`src/rtl/fifo_async_pkg.sv`:
```
// Shared helpers for the dual-clock FIFO pointer logic: Gray/binary conversion
// and the default pointer width.
package fifo_async_pkg;

  localparam int unsigned ADDR_SIZE_DEF = 6;
  localparam int unsigned PTR_W         = ADDR_SIZE_DEF + 1;
  localparam int unsigned CONV_W        = 32;

  // Callers zero-extend to CONV_W; leading zeros leave both conversions unchanged.
  function automatic logic [CONV_W-1:0] bin2gray(input logic [CONV_W-1:0] b);
    return b ^ (b >> 1);
  endfunction

  function automatic logic [CONV_W-1:0] gray2bin(input logic [CONV_W-1:0] g);
    logic [CONV_W-1:0] b;
    b = g;
    for (int i = 1; i < CONV_W; i++) begin
      b = b ^ (g >> i);
    end
    return b;
  endfunction

endpackage

```
`src/rtl/fifo_wptr_full_ctrl_if.sv`:
```
// Writer-side bus of the async FIFO write controller.
// almost_full exists only when FIFO_ALMOST_FULL_EN is defined.
interface fifo_wptr_full_ctrl_if #(
  parameter int unsigned WIDTH     = 32,
  parameter int unsigned ADDR_SIZE = 6
);
  localparam int unsigned PW = ADDR_SIZE + 1;

  logic             W_REQ;
  logic [WIDTH-1:0] data_in;
  logic [PW-1:0]    G_R_address_async;
  logic             W_EN;
  logic [WIDTH-1:0] data_w;
  logic [PW-1:0]    B_W_address;
  logic [PW-1:0]    G_W_address;
  logic             full;
  logic             overflow;
  logic [PW-1:0]    wr_count;

`ifdef FIFO_ALMOST_FULL_EN
  logic             almost_full;

  modport master (output W_REQ, data_in, G_R_address_async,
                  input  W_EN, data_w, B_W_address, G_W_address, full, overflow, wr_count,
                         almost_full);
  modport slave  (input  W_REQ, data_in, G_R_address_async,
                  output W_EN, data_w, B_W_address, G_W_address, full, overflow, wr_count,
                         almost_full);
`else
  modport master (output W_REQ, data_in, G_R_address_async,
                  input  W_EN, data_w, B_W_address, G_W_address, full, overflow, wr_count);
  modport slave  (input  W_REQ, data_in, G_R_address_async,
                  output W_EN, data_w, B_W_address, G_W_address, full, overflow, wr_count);
`endif

endinterface

```
`src/rtl/sync_2ff.sv`:
```
// Two-flop synchroniser for Gray-coded pointers crossing clock domains.
module sync_2ff #(
  parameter int unsigned W = 1
) (
  input  logic         clk,
  input  logic         rst_n,
  input  logic [W-1:0] d,
  output logic [W-1:0] q
);

  logic [W-1:0] meta_q, meta_d;
  logic [W-1:0] sync_q, sync_d;

  always_comb begin
    meta_d = d;
    sync_d = meta_q;
  end

  always_ff @(posedge clk or negedge rst_n) begin
    if (!rst_n) begin
      meta_q <= '0;
      sync_q <= '0;
    end else begin
      meta_q <= meta_d;
      sync_q <= sync_d;
    end
  end

  assign q = sync_q;

endmodule

```
`src/rtl/fifo_wptr_full_ctrl.sv`:
```
// Async FIFO write-side control: write pointer, read-pointer sync, full/overflow/fill level.
// Optional almost_full output under FIFO_ALMOST_FULL_EN.
module fifo_wptr_full_ctrl
  import fifo_async_pkg::*;
#(
  parameter int unsigned WIDTH     = 32,
  parameter int unsigned DEPTH     = 64,
  parameter int unsigned ADDR_SIZE = 6,
  parameter int unsigned AF_THRESH = 60
) (
  input  logic                  CLK_w,
  input  logic                  RST_n_r,
  fifo_wptr_full_ctrl_if.slave  bus
);

  localparam int unsigned PW = ADDR_SIZE + 1;

  if (DEPTH != (1 << ADDR_SIZE)) begin : g_bad_depth
    $error("DEPTH must equal 2**ADDR_SIZE");
  end
  if (ADDR_SIZE < 2 || WIDTH == 0 || AF_THRESH > DEPTH) begin : g_bad_cfg
    $error("bad ADDR_SIZE/WIDTH/AF_THRESH");
  end

  logic [PW-1:0] b_q, b_d;
  logic [PW-1:0] g_q, g_d;
  logic          full_q, full_d;
  logic          ovf_q, ovf_d;
  logic [PW-1:0] rq2;
  logic [PW-1:0] rq2_bin_c;
  logic [PW-1:0] full_tgt_c;
  logic          w_en_c;

  sync_2ff #(.W(PW)) u_rsync (
    .clk   (CLK_w),
    .rst_n (RST_n_r),
    .d     (bus.G_R_address_async),
    .q     (rq2)
  );

  // Full when the next write pointer equals the synced read pointer with the top two Gray bits inverted.
  always_comb begin
    w_en_c     = bus.W_REQ & ~full_q;
    rq2_bin_c  = PW'(gray2bin(CONV_W'(rq2)));
    full_tgt_c = {~rq2[PW-1:PW-2], rq2[PW-3:0]};
    b_d        = b_q + PW'(w_en_c);
    g_d        = PW'(bin2gray(CONV_W'(b_d)));
    full_d     = (g_d == full_tgt_c);
    ovf_d      = bus.W_REQ & full_q;
  end

  always_ff @(posedge CLK_w or negedge RST_n_r) begin
    if (!RST_n_r) begin
      b_q    <= '0;
      g_q    <= '0;
      full_q <= 1'b0;
      ovf_q  <= 1'b0;
    end else begin
      b_q    <= b_d;
      g_q    <= g_d;
      full_q <= full_d;
      ovf_q  <= ovf_d;
    end
  end

`ifdef FIFO_ALMOST_FULL_EN
  localparam logic [PW-1:0] AF_LVL = PW'(AF_THRESH);

  logic af_q, af_d;

  // Looks one cycle ahead so the flag is registered yet aligned with wr_count.
  always_comb begin
    af_d = (PW'(b_d - rq2_bin_c) >= AF_LVL);
  end

  always_ff @(posedge CLK_w or negedge RST_n_r) begin
    if (!RST_n_r) af_q <= 1'b0;
    else          af_q <= af_d;
  end

  assign bus.almost_full = af_q;
`endif

  assign bus.W_EN        = w_en_c;
  assign bus.data_w      = bus.data_in;
  assign bus.B_W_address = b_q;
  assign bus.G_W_address = g_q;
  assign bus.full        = full_q;
  assign bus.overflow    = ovf_q;
  assign bus.wr_count    = PW'(b_q - rq2_bin_c);

endmodule

```
`src/flat_wrapper.sv`:
```
// flat-port wrapper written by rule: the top's interface ports become plain ports
module fifo_wptr_full_ctrl_flat import fifo_async_pkg::*;
#(
  parameter int unsigned WIDTH     = 32,
  parameter int unsigned DEPTH     = 64,
  parameter int unsigned ADDR_SIZE = 6,
  parameter int unsigned AF_THRESH = 60
)
  (CLK_w, RST_n_r, bus_W_REQ, bus_data_in, bus_G_R_address_async, bus_W_EN, bus_data_w, bus_B_W_address, bus_G_W_address, bus_full, bus_overflow, bus_wr_count);
  fifo_wptr_full_ctrl_if #(.WIDTH(WIDTH), .ADDR_SIZE(ADDR_SIZE)) bus_i ();
  input  logic CLK_w;
  input  logic RST_n_r;
  input wire logic [$bits(bus_i.W_REQ)-1:0] bus_W_REQ;
  input wire logic [$bits(bus_i.data_in)-1:0] bus_data_in;
  input wire logic [$bits(bus_i.G_R_address_async)-1:0] bus_G_R_address_async;
  output wire logic [$bits(bus_i.W_EN)-1:0] bus_W_EN;
  output wire logic [$bits(bus_i.data_w)-1:0] bus_data_w;
  output wire logic [$bits(bus_i.B_W_address)-1:0] bus_B_W_address;
  output wire logic [$bits(bus_i.G_W_address)-1:0] bus_G_W_address;
  output wire logic [$bits(bus_i.full)-1:0] bus_full;
  output wire logic [$bits(bus_i.overflow)-1:0] bus_overflow;
  output wire logic [$bits(bus_i.wr_count)-1:0] bus_wr_count;
  assign bus_i.W_REQ = bus_W_REQ;
  assign bus_i.data_in = bus_data_in;
  assign bus_i.G_R_address_async = bus_G_R_address_async;
  assign bus_W_EN = bus_i.W_EN;
  assign bus_data_w = bus_i.data_w;
  assign bus_B_W_address = bus_i.B_W_address;
  assign bus_G_W_address = bus_i.G_W_address;
  assign bus_full = bus_i.full;
  assign bus_overflow = bus_i.overflow;
  assign bus_wr_count = bus_i.wr_count;
  fifo_wptr_full_ctrl #(.WIDTH(WIDTH), .DEPTH(DEPTH), .ADDR_SIZE(ADDR_SIZE), .AF_THRESH(AF_THRESH)) u_core (.CLK_w(CLK_w), .RST_n_r(RST_n_r), .bus(bus_i));
endmodule
```
`config.mk`:
```
export PLATFORM = sky130hd
export DESIGN_NAME = fifo_wptr_full_ctrl_flat
export DESIGN_NICKNAME = d
export VERILOG_FILES = /design/src/rtl/fifo_async_pkg.sv /design/src/rtl/fifo_wptr_full_ctrl_if.sv /design/src/rtl/sync_2ff.sv /design/src/rtl/fifo_wptr_full_ctrl.sv /design/src/flat_wrapper.sv
export SDC_FILE = /design/constraint.sdc
export NUM_CORES = 1
export LEC_CHECK = 0
export ABC_AREA = 0
export CORE_MARGIN = 5
export CORE_UTILIZATION = 34
export DETAILED_ROUTE_END_ITERATION = 6
export PLACE_DENSITY = 0.76
export REMOVE_ABC_BUFFERS = 1
export SLEW_MARGIN = 5
export SYNTH_ARGS = -nofsm -noshare
export SYNTH_HDL_FRONTEND = slang
export SYNTH_SLANG_ARGS = --single-unit
```
`constraint.sdc`:
```
create_clock -name CLK_w -period 3.3 [get_ports CLK_w]
set_clock_uncertainty 0.05 [all_clocks]
set_input_delay 0.825 -clock CLK_w [delete_from_list [all_inputs] [get_ports CLK_w]]
set_output_delay 0.825 -clock CLK_w [all_outputs]
set_load 0.03 [all_outputs]
```
=== Word-level counts from Yosys, hierarchy flattened ===
Cells that the tools add are included.

* Register bits: 30
* Latch bits: 0
* Bits in writable memories: 0
* ROM bits: 0
* Input port bits: 42
* Output and inout bits: 56
* Logic and storage cells: 20
* Memories: 0

* Add/sub/neg operators: 2
* Multiply operators: 0
* Div/mod/pow operators: 0
* $lt $le $gt $ge: 0
* Eq/ne operators: 1
* Shift-type cells: 0
* Mux-type cells: 0
* Bitwise gates (word level): 11
* Reduce and logical (&&, ||, !) cells: 0

{| class="wikitable"
|+ Operators with widths
! kind !! count
|-
| bitwise XOR 7 x 6 -> 7 bit || 2
|-
| adder 7 x 1 -> 7 bit || 1
|-
| == test 7 bit || 1
|-
| subtractor 7 bit || 1
|-
| bitwise XOR 7 x 1 -> 7 bit || 1
|-
| bitwise XOR 7 x 2 -> 7 bit || 1
|-
| bitwise XOR 7 x 3 -> 7 bit || 1
|-
| bitwise XOR 7 x 4 -> 7 bit || 1
|-
| bitwise XOR 7 x 5 -> 7 bit || 1
|-
| bitwise AND 1 bit || 2
|-
| NOT 2 bit || 1
|-
| NOT 1 bit || 1
|}

=== Depth between registers and ports, before layout ===
Gate-level depths: netlist of the first run.

* Depth after elaboration: 7
* Mapped depth: 14
* Gate-level depth less buffers: 14

=== Modules after synthesis ===
Synthesis of the first run repeated with hierarchy kept, for this count alone.

* Cell total of the unflattened synthesis: 138
* Area total of the unflattened synthesis: 1592.8 um2

{| class="wikitable"
|+ By module, submodules not included
! module !! times used !! cells an instance !! area each (um2) !! sequential area each (um2)
|-
| fifo_wptr_full_ctrl || 1 || 124 || 1242.4 || 375.4
|-
| sync_2ff || 1 || 14 || 350.3 || 350.3
|}

=== Worst setup path after synthesis of the first run ===
Ideal clock, no wire load.

* Kind: flip-flop to output port
* Start point: reg u_core.u_rsync.sync_q[5] (netlist: u_core.u_rsync.q[5])
* End point: out bus_wr_count[6]
* Arrival: 3.093 ns
* Required time: 2.425 ns
* Slack: -0.668 ns
* Cell stages (with the launch flop): 15
* Path buffers: 0
* Path through: dfrtp_1 xnor2_2 xor2_2 xor2_2 xor2_2 xor2_2 xnor2_1 ha_1 fa_1 nor2b_1 o21ai_0 nand2b_1 a21o_1 a21oi_1 xnor2_1

* Cells in the longest elaborated chain, start to end: 7

{| class="wikitable"
|+ Ends and longest elaborated chain
! element !! RTL line !! RTL
|-
| from (decl) || sync_2ff.sv:12 || <nowiki>logic [W-1:0] sync_q, sync_d;</nowiki>
|-
| from (signal assigned) || sync_2ff.sv:25 || <nowiki>sync_q <= sync_d;</nowiki>
|-
| bitwise XOR 7 x 6 -> 7 bit || fifo_async_pkg.sv:18 || <nowiki>b = b ^ (g >> i);</nowiki>
|-
| bitwise XOR 7 x 5 -> 7 bit || fifo_async_pkg.sv:18 ||
|-
| bitwise XOR 7 x 4 -> 7 bit || fifo_async_pkg.sv:18 ||
|-
| bitwise XOR 7 x 3 -> 7 bit || fifo_async_pkg.sv:18 ||
|-
| bitwise XOR 7 x 2 -> 7 bit (*) || fifo_async_pkg.sv:18 ||
|-
| bitwise XOR 7 x 1 -> 7 bit (*) || fifo_async_pkg.sv:18 ||
|-
| subtractor 7 bit (*) || fifo_wptr_full_ctrl.sv:90 || <nowiki>assign bus.wr_count = PW'(b_q - rq2_bin_c);</nowiki>
|-
| to (decl) || flat_wrapper.sv:22 || <nowiki>output wire logic [$bits(bus_i.wr_count)-1:0] bus_wr_count;</nowiki>
|}

Mark *: on every way between the ends. The rest lies on a longest branch, timed or not.

=== Worst setup path after layout of the first run ===
Same ends and word-level chain as after synthesis.

==> flow_metrics.tcl, run 1 <==
set metrics [dict create \
    h-tree-depth 2 \
    synth_area_leader_cell "dfrtp_1" \
    fmax_mhz 246 \
    grt_pass1_vias 1077 \
    critPathLaunch "u_core.u_rsync.q[5]" \
    hold_buffers 0 \
    power_frac_seq_pct 22.7 \
    critPathLaunchType "flip-flop" \
    drv_slew 0 \
    hold_viol_final 0 \
    hpwl_um 2870 \
    cts_buffers 5 \
    gp_congestion 0.769 \
    fin_ws_ns -0.769 \
    netlist.area_leader.share_pct 44.3 \
    setup_viol 6 \
    cts_root_buf "clkbuf_8" \
    track_usage_pct 12.3 \
    grt_start_max_net_pins 30 \
    cts_buffer_depth 2 \
    multiInputGateArea_um2 644 \
    tritoncts "built" \
    ff2ff_setup_slack_ns 0.96 \
    worst-path-max-fanout 2 \
    core_um2 4690 \
    avgSynthCellArea_um2 11.4 \
    vias 1003 \
    hp-class "reg2reg" \
    outcome "finished with violations" \
    clk_pin_slew_worst_paths_ns 0.06 \
    grt_pass1_wl_um 5530 \
    rsz0062_at_grt "true" \
    maxCapViolations 0 \
    r2r-start "u_core.bus.full" \
    p_switching_mw 1.06 \
    post-route-min-period_ns 4.07 \
    combPwrFrac_pct 64.5 \
    period_share_pct 123 \
    nNetsFinal 222 \
    synthTopCellsByArea "dfrtp_1 (44%), buf_4 (15%), xnor2_1 (8.0%), xor2_1 (6.4%), ha_1 (6.1%)" \
    synth_cell_type_count 27 \
    slew_headroom_pct 75.7 \
    worst_slew_pin_slew_ns 0.364 \
    num_antenna_cells 0 \
    crit_top_cell "xor2_2" \
    p_per_area_nw_per_um2 1180 \
    area_growth_pct 25.9 \
    worstSkewPairLatency_ns 0.27 \
    p_sw_share_pct 43.7 \
    die_x_um 79.4 \
    ir_drop_mv 0.512 \
    antenna_found_initial 0 \
    remaining_drc_errors 0 \
    cp.arrival_ns 3.19 \
    dieHeight_um 79.4 \
    synth_edf_count 0 \
    violations "negative setup slack" \
    worst-path-buf-inv 1 \
    finalInstanceArea_um2 2060 \
    p_leak_nw 0.951 \
    slowest_delay_ns 0.41 \
    synth.most_common_cell "buf_4" \
    ant_nets 0 \
    ys_seq_elements 29 \
    crit_type "reg2out" \
    place_area_um2 1890 \
    synth_common_cells "buf_4 (33), dfrtp_1 (29), xnor2_1 (15)" \
    holdWs_ns 0.297 \
    drtIter0Drc 31 \
    crit_slowest_cell "dfrtp_1" \
    io_pins 98 \
    critPathCaptureType "output pin" \
    cp_cell_sequence "xnor2_2, xor2_2, xor2_2, xor2_2, xor2_2, xnor2_1, ha_2, fa_2, nor2b_1, o21ai_1, nand2b_1, a21o_1, a21oi_2, xnor2_1, buf_4" \
    io_buffers 33 \
    wl_um 3600 \
    yosysWarnings 0 \
    fp-row-count 25 \
    synth_ff_type "dfrtp_1" \
    detail_route.first_pass.iterations 4 \
    fin_util_pct 43.9 \
    internal-power_mw 1.36 \
    cts.sinks 29 \
    die_area_um2 6310 \
    initial_utilization_pct 34.9 \
    drive_above_1_share_pct 29.7 \
    num-fill-cells 443 \
    cp_data_required_time_ns 2.42 \
    pwr-share-clk_pct 12.8 \
    via_per_inst 4.44 \
    hold_start "u_core.u_rsync.meta_q[4]" \
    synthCells 144 \
    regArea_um2 726 \
    syn-cell-area_um2 1640 \
    cp_top_family "XOR/XNOR gates" \
    detail_route.wl_per_cell_um 15.9 \
    grt_overflow 0 \
    yosysSeqAreaShare_pct 44.3 \
    async_reset_ff_share_pct 100 \
]
-- final cells by class --
cell class,count,share of cell area [%]
clock buffer,7,4.67
clock inverter,1,0.243
inverter,7,1.27
multi-input combinational,72,31.2
sequential,29,35.2
tap,54,3.28
timing repair buffer,56,24.1
-- stage by stage --
step	setup slack, ns	power [mW]	cells	setup TNS (ns)
after floorplan	-0.668	1.47	108	-1.72
after global placement	-0.488	2.01	213	-1.48
after detailed placement	-0.571	2.03	213	-1.81
after CTS	-0.829	2.43	224	-3.42
after global routing	-1.01	2.60	226	-4.65
final	-0.769	2.42	226	-3.17
-- worst paths after layout --
path / depth (start not counted) / end
max reg2reg: 9 / u_core.bus.full
min: 0 / u_core.u_rsync.q[4]
max: 15 / bus_wr_count[6]
max in group asynchronous: 2 / u_core.bus.B_W_address[3]
min in group asynchronous: 2 / u_core.bus.B_W_address[5]
min reg2reg: 0 / u_core.u_rsync.q[4]
-- sequential cells by signal, indices dropped and copies added (netlist names) --
name / cells
u_core.u_rsync.meta_q: 7
u_core.bus.overflow: 1
u_core.bus.B_W_address: 7
u_core.bus.G_W_address: 6
u_core.bus.full: 1
u_core.u_rsync.q: 7
-- power groups by stage --
| stage | combinational (mW) | clock [mW] | sequential (mW) |
|---|---|---|---|
| floorplan | 0.762 | 0 | 0.704 |
| finish | 1.56 | 0.309 | 0.551 |
| CTS | 1.56 | 0.320 | 0.554 |
| detailed placement | 1.48 | 0 | 0.558 |
| global route | 1.69 | 0.332 | 0.571 |
| global placement | 1.46 | 0 | 0.555 |
-- cell usage in the layout, fill, tap and decap left out, types with 4 or more instances in the layout --
cell	instances
buf_4	27
dfrtp_1	29
clkdlybuf4s50_1	26
xor2_1	12
xor2_2	4
xnor2_1	14
ha_1	7
inv_1	5
clkbuf_8	7
-- timing repair --
| action | in CTS | in global routing |
|---|---|---|
| setup buffers | 3 | 2 |
| pin swaps | 8 | 10 |
| endpoints found under the setup margin | 6 | 7 |
| gates resized for setup | 9 | 3 |
-- cell families (layout without fill, tap and decap cells) --
| logic type | count (synthesis) | after routing | synth area share [%] |
|---|---|---|---|
| xor+xnor | 33 | 33 | 20.4 |
| buf+inv | 43 | 71 | 17.6 |
| flops | 29 | 29 | 44.3 |
| compound gates | 10 | 10 | 3.74 |
| simple gates | 20 | 20 | 6.65 |
| fa+ha+maj | 9 | 9 | 7.33 |
-- layer usage --
| layer | GRT usage, % | up-vias | wire, um |
|---|---|---|---|
| met1 | 15.3 | 463 | 1560 |
| met5 | 0 | - | 0 |
| met4 | 4.64 | 0 | 50 |
| met3 | 9.82 | 5 | 561 |
| met2 | 15.5 | 62 | 1430 |
| li1 | - | 473 | - |
Note: power is estimated with default switching activity, not from simulation.
==> inputs of run 2 (changes only) <==
CTS_CLUSTER_SIZE = 40   (was not set)
==> results of run 2 <==
No change in the layout: final DEF, timing and power equal those of run 1.
==> inputs of run 3 (changes only) <==
ABC_CLOCK_PERIOD_IN_PS = 3300   (was not set)
CORE_UTILIZATION = 33   (was 34)
PLACE_DENSITY = 0.75   (was 0.76)
SYNTH_HIERARCHICAL = 1   (was not set)
==> flow_metrics.tcl, run 3 <==
set metrics [dict create \
    wl_um 3880 \
    grt_pass1_wl_um 5840 \
    ir_drop_mv 0.341 \
    place_ws_ns -0.550 \
    drtIter0Drc 26 \
    syn-cell-area_um2 1590 \
    cts_buffers 5 \
    track_usage_pct 13.0 \
    fmax_mhz 248 \
    core_um2 4690 \
    p_per_area_nw_per_um2 1200 \
    io_pins 98 \
    tritoncts "built" \
    ff2ff_setup_slack_ns 1.03 \
    fin_ws_ns -0.728 \
    hold_viol_final 0 \
    multiInputGateArea_um2 629 \
    drv_slew 0 \
    cp.arrival_ns 3.15 \
    h-tree-depth 2 \
    grt_overflow 0 \
    crit_slowest_cell "dfrtp_1" \
    critPathLaunch "u_core/u_rsync/q[6]" \
    synth_area_leader_cell "dfrtp_1" \
    cts_buffer_depth 2 \
    cp_data_required_time_ns 2.42 \
    cts.sinks 29 \
    avgSynthCellArea_um2 11.5 \
    critPathLaunchType "flip-flop" \
    via_per_inst 4.53 \
    worstSkewPairLatency_ns 0.27 \
    ant_nets 0 \
    grt_pass1_vias 1043 \
    fp-row-count 25 \
    io_buffers 33 \
    post-route-min-period_ns 4.03 \
    worst-path-buf-inv 1 \
    worstReg2RegEnd "u_core/bus.full" \
    hpwl_um 3020 \
    setup_viol 6 \
    vias 997 \
    holdPathStages 0 \
    drive_above_1_share_pct 28.9 \
    holdWs_ns 0.295 \
    clk_pin_slew_worst_paths_ns 0.05 \
    outcome "finished with violations" \
    critPathCaptureType "output pin" \
    finalInstanceArea_um2 2030 \
    yosysWarnings 6 \
    num_antenna_cells 0 \
    hold_start "u_core/u_rsync/meta_q[5]" \
    area_growth_pct 27.3 \
    cp_cell_sequence "xnor2_2, xor2_2, xor2_2, xor2_2, xor2_2, xnor2_1, ha_2, fa_2, nor2b_1, o21ai_1, nand2b_1, a21o_1, a21oi_2, xnor2_1, buf_4" \
    gp_congestion 0.702 \
    synthCells 138 \
    p_leak_nw 0.960 \
    period_share_pct 122 \
    crit_top_cell "xor2_2" \
    cts_root_buf "clkbuf_8" \
    hp-class "reg2reg" \
    wl_met1_um 1540 \
    initial_utilization_pct 33.9 \
    nNetsFinal 217 \
    die_area_um2 6320 \
    async_reset_ff_share_pct 100 \
    rsz0062_at_grt "true" \
    hold_buffers 0 \
    regArea_um2 726 \
    holdPathEnd "u_core/u_rsync/q[5]" \
    worst-path-max-fanout 2 \
    cp_top_family "XOR/XNOR gates" \
    routed.top_layer "met4" \
    place_area_um2 1820 \
    synth_edf_count 0 \
    synth_ff_type "dfrtp_1" \
    synth.most_common_cell "buf_4" \
    ys_seq_elements 29 \
    violations "negative setup slack" \
    detail_route.wl_per_cell_um 17.6 \
    synth_common_cells "buf_4 (33), dfrtp_1 (29), xnor2_1 (13)" \
    num-fill-cells 450 \
    cp.depth 15 \
    grt_start_max_net_pins 30 \
    antenna_found_initial 0 \
    slowest_delay_ns 0.40 \
    worst_slew_pin_slew_ns 0.544 \
    detail_route.first_pass.iterations 3 \
    r2r_cells 9 \
    yosysSeqAreaShare_pct 45.6 \
    fin_util_pct 43.2 \
    met2WireLength_um 1570 \
    layout_common_cells "dfrtp_1 (29), clkdlybuf4s50_1 (26), buf_4 (23)" \
    maxCapViolations 0 \
    synth_cell_type_count 22 \
    slew_headroom_pct 63.5 \
    finalPower_mw 2.43 \
    r2r-start "u_core/bus.full" \
    netlist.area_leader.share_pct 45.6 \
    crit_type "reg2out" \
    synthTopCellsByArea "dfrtp_1 (46%), buf_4 (16%), xnor2_1 (7.1%), xor2_1 (6.6%), ha_1 (6.3%)" \
    final_common_cell "dfrtp_1" \
    die_x_um 79.5 \
    dr_wl_met3_um 712 \
    remaining_drc_errors 0 \
    dieHeight_um 79.5 \
]
-- run 3: changes by cell type in the layout (fill, tap and decap cells not counted), sizes merged, moves of 2 or more --
| cell | change |
|---|---|
| xnor2 | -3 |
| nand4 | -2 |
| buf | -2 |
| o211a | +2 |
-- run 3: worst max-delay path by stage --
stage               slack [ns]               to
CTS                      -0.79  bus_wr_count[6]
global route             -0.97  bus_wr_count[6]
floorplan                -0.69  bus_wr_count[6]
finish                   -0.73  bus_wr_count[6]
global placement         -0.45  bus_wr_count[6]
detailed placement       -0.55  bus_wr_count[6]
-- run 3: logic make-up (layout without fill, tap and decap cells) --
| kind of cell | after synthesis | after routing | synth area share (%) |
|---|---|---|---|
| buffers and inverters | 41 | 69 | 17.4 |
| XOR/XNOR | 30 | 30 | 18.9 |
| flip-flops | 29 | 29 | 45.6 |
| AND/OR/NAND/NOR | 18 | 18 | 6.05 |
| AO/OA/AOI/OAI | 11 | 11 | 4.56 |
| adder cells (fa/ha/maj) | 9 | 9 | 7.54 |
-- run 3: through the flow --
| step | instances | setup TNS, ns |
|---|---|---|
| floorplan | 105 | -1.85 |
| global placement | 205 | -1.45 |
| detailed placement | 205 | -1.87 |
| CTS | 218 | -3.51 |
| global route | 220 | -4.40 |
| finish | 220 | -3.22 |
-- run 3: worst reg2reg max path: cells and delay by family, from the launching register on --
kind / cells / cell delay, ns
AO/OA/AOI/OAI: 1 / 0.21
adder cells (fa/ha/maj): 2 / 0.50
AND/OR/NAND/NOR: 4 / 0.64
flip-flops: 1 / 0.39
XOR/XNOR: 2 / 0.36
-- run 3: final cells by class --
type                            instances  area share (%)
Multi-Input combinational cell         68            31.0
Timing Repair Buffer                   54            24.1
Tap cell                               54            3.33
Inverter                                8            1.48
Clock buffer                            7            4.26
Sequential cell                        29            35.8
-- run 3: layer usage --
| layer | track usage, % | up-vias |
|---|---|---|
| met5 | 4.55 | - |
| met4 | 4.12 | 0 |
| met3 | 12.5 | 6 |
| met2 | 16.0 | 68 |
| met1 | 15.0 | 467 |
| li1 | - | 456 |
-- run 3: repair_timing --
action | CTS | global route
gates cloned | 0 | 0
hold endpoints to repair | 0 | 0
pin swaps | 13 | 8
setup buffers | 7 | 2
resized for setup | 11 | 5
endpoints found under the setup margin | 6 | 7
-- run 3: report_power, final --
| part | internal (mW) | switching, mW | leakage (nW) |
|---|---|---|---|
| combinational | 0.752 | 0.863 | 0.567 |
| clock | 0.164 | 0.113 | 0.0443 |
| sequential | 0.450 | 0.0915 | 0.349 |
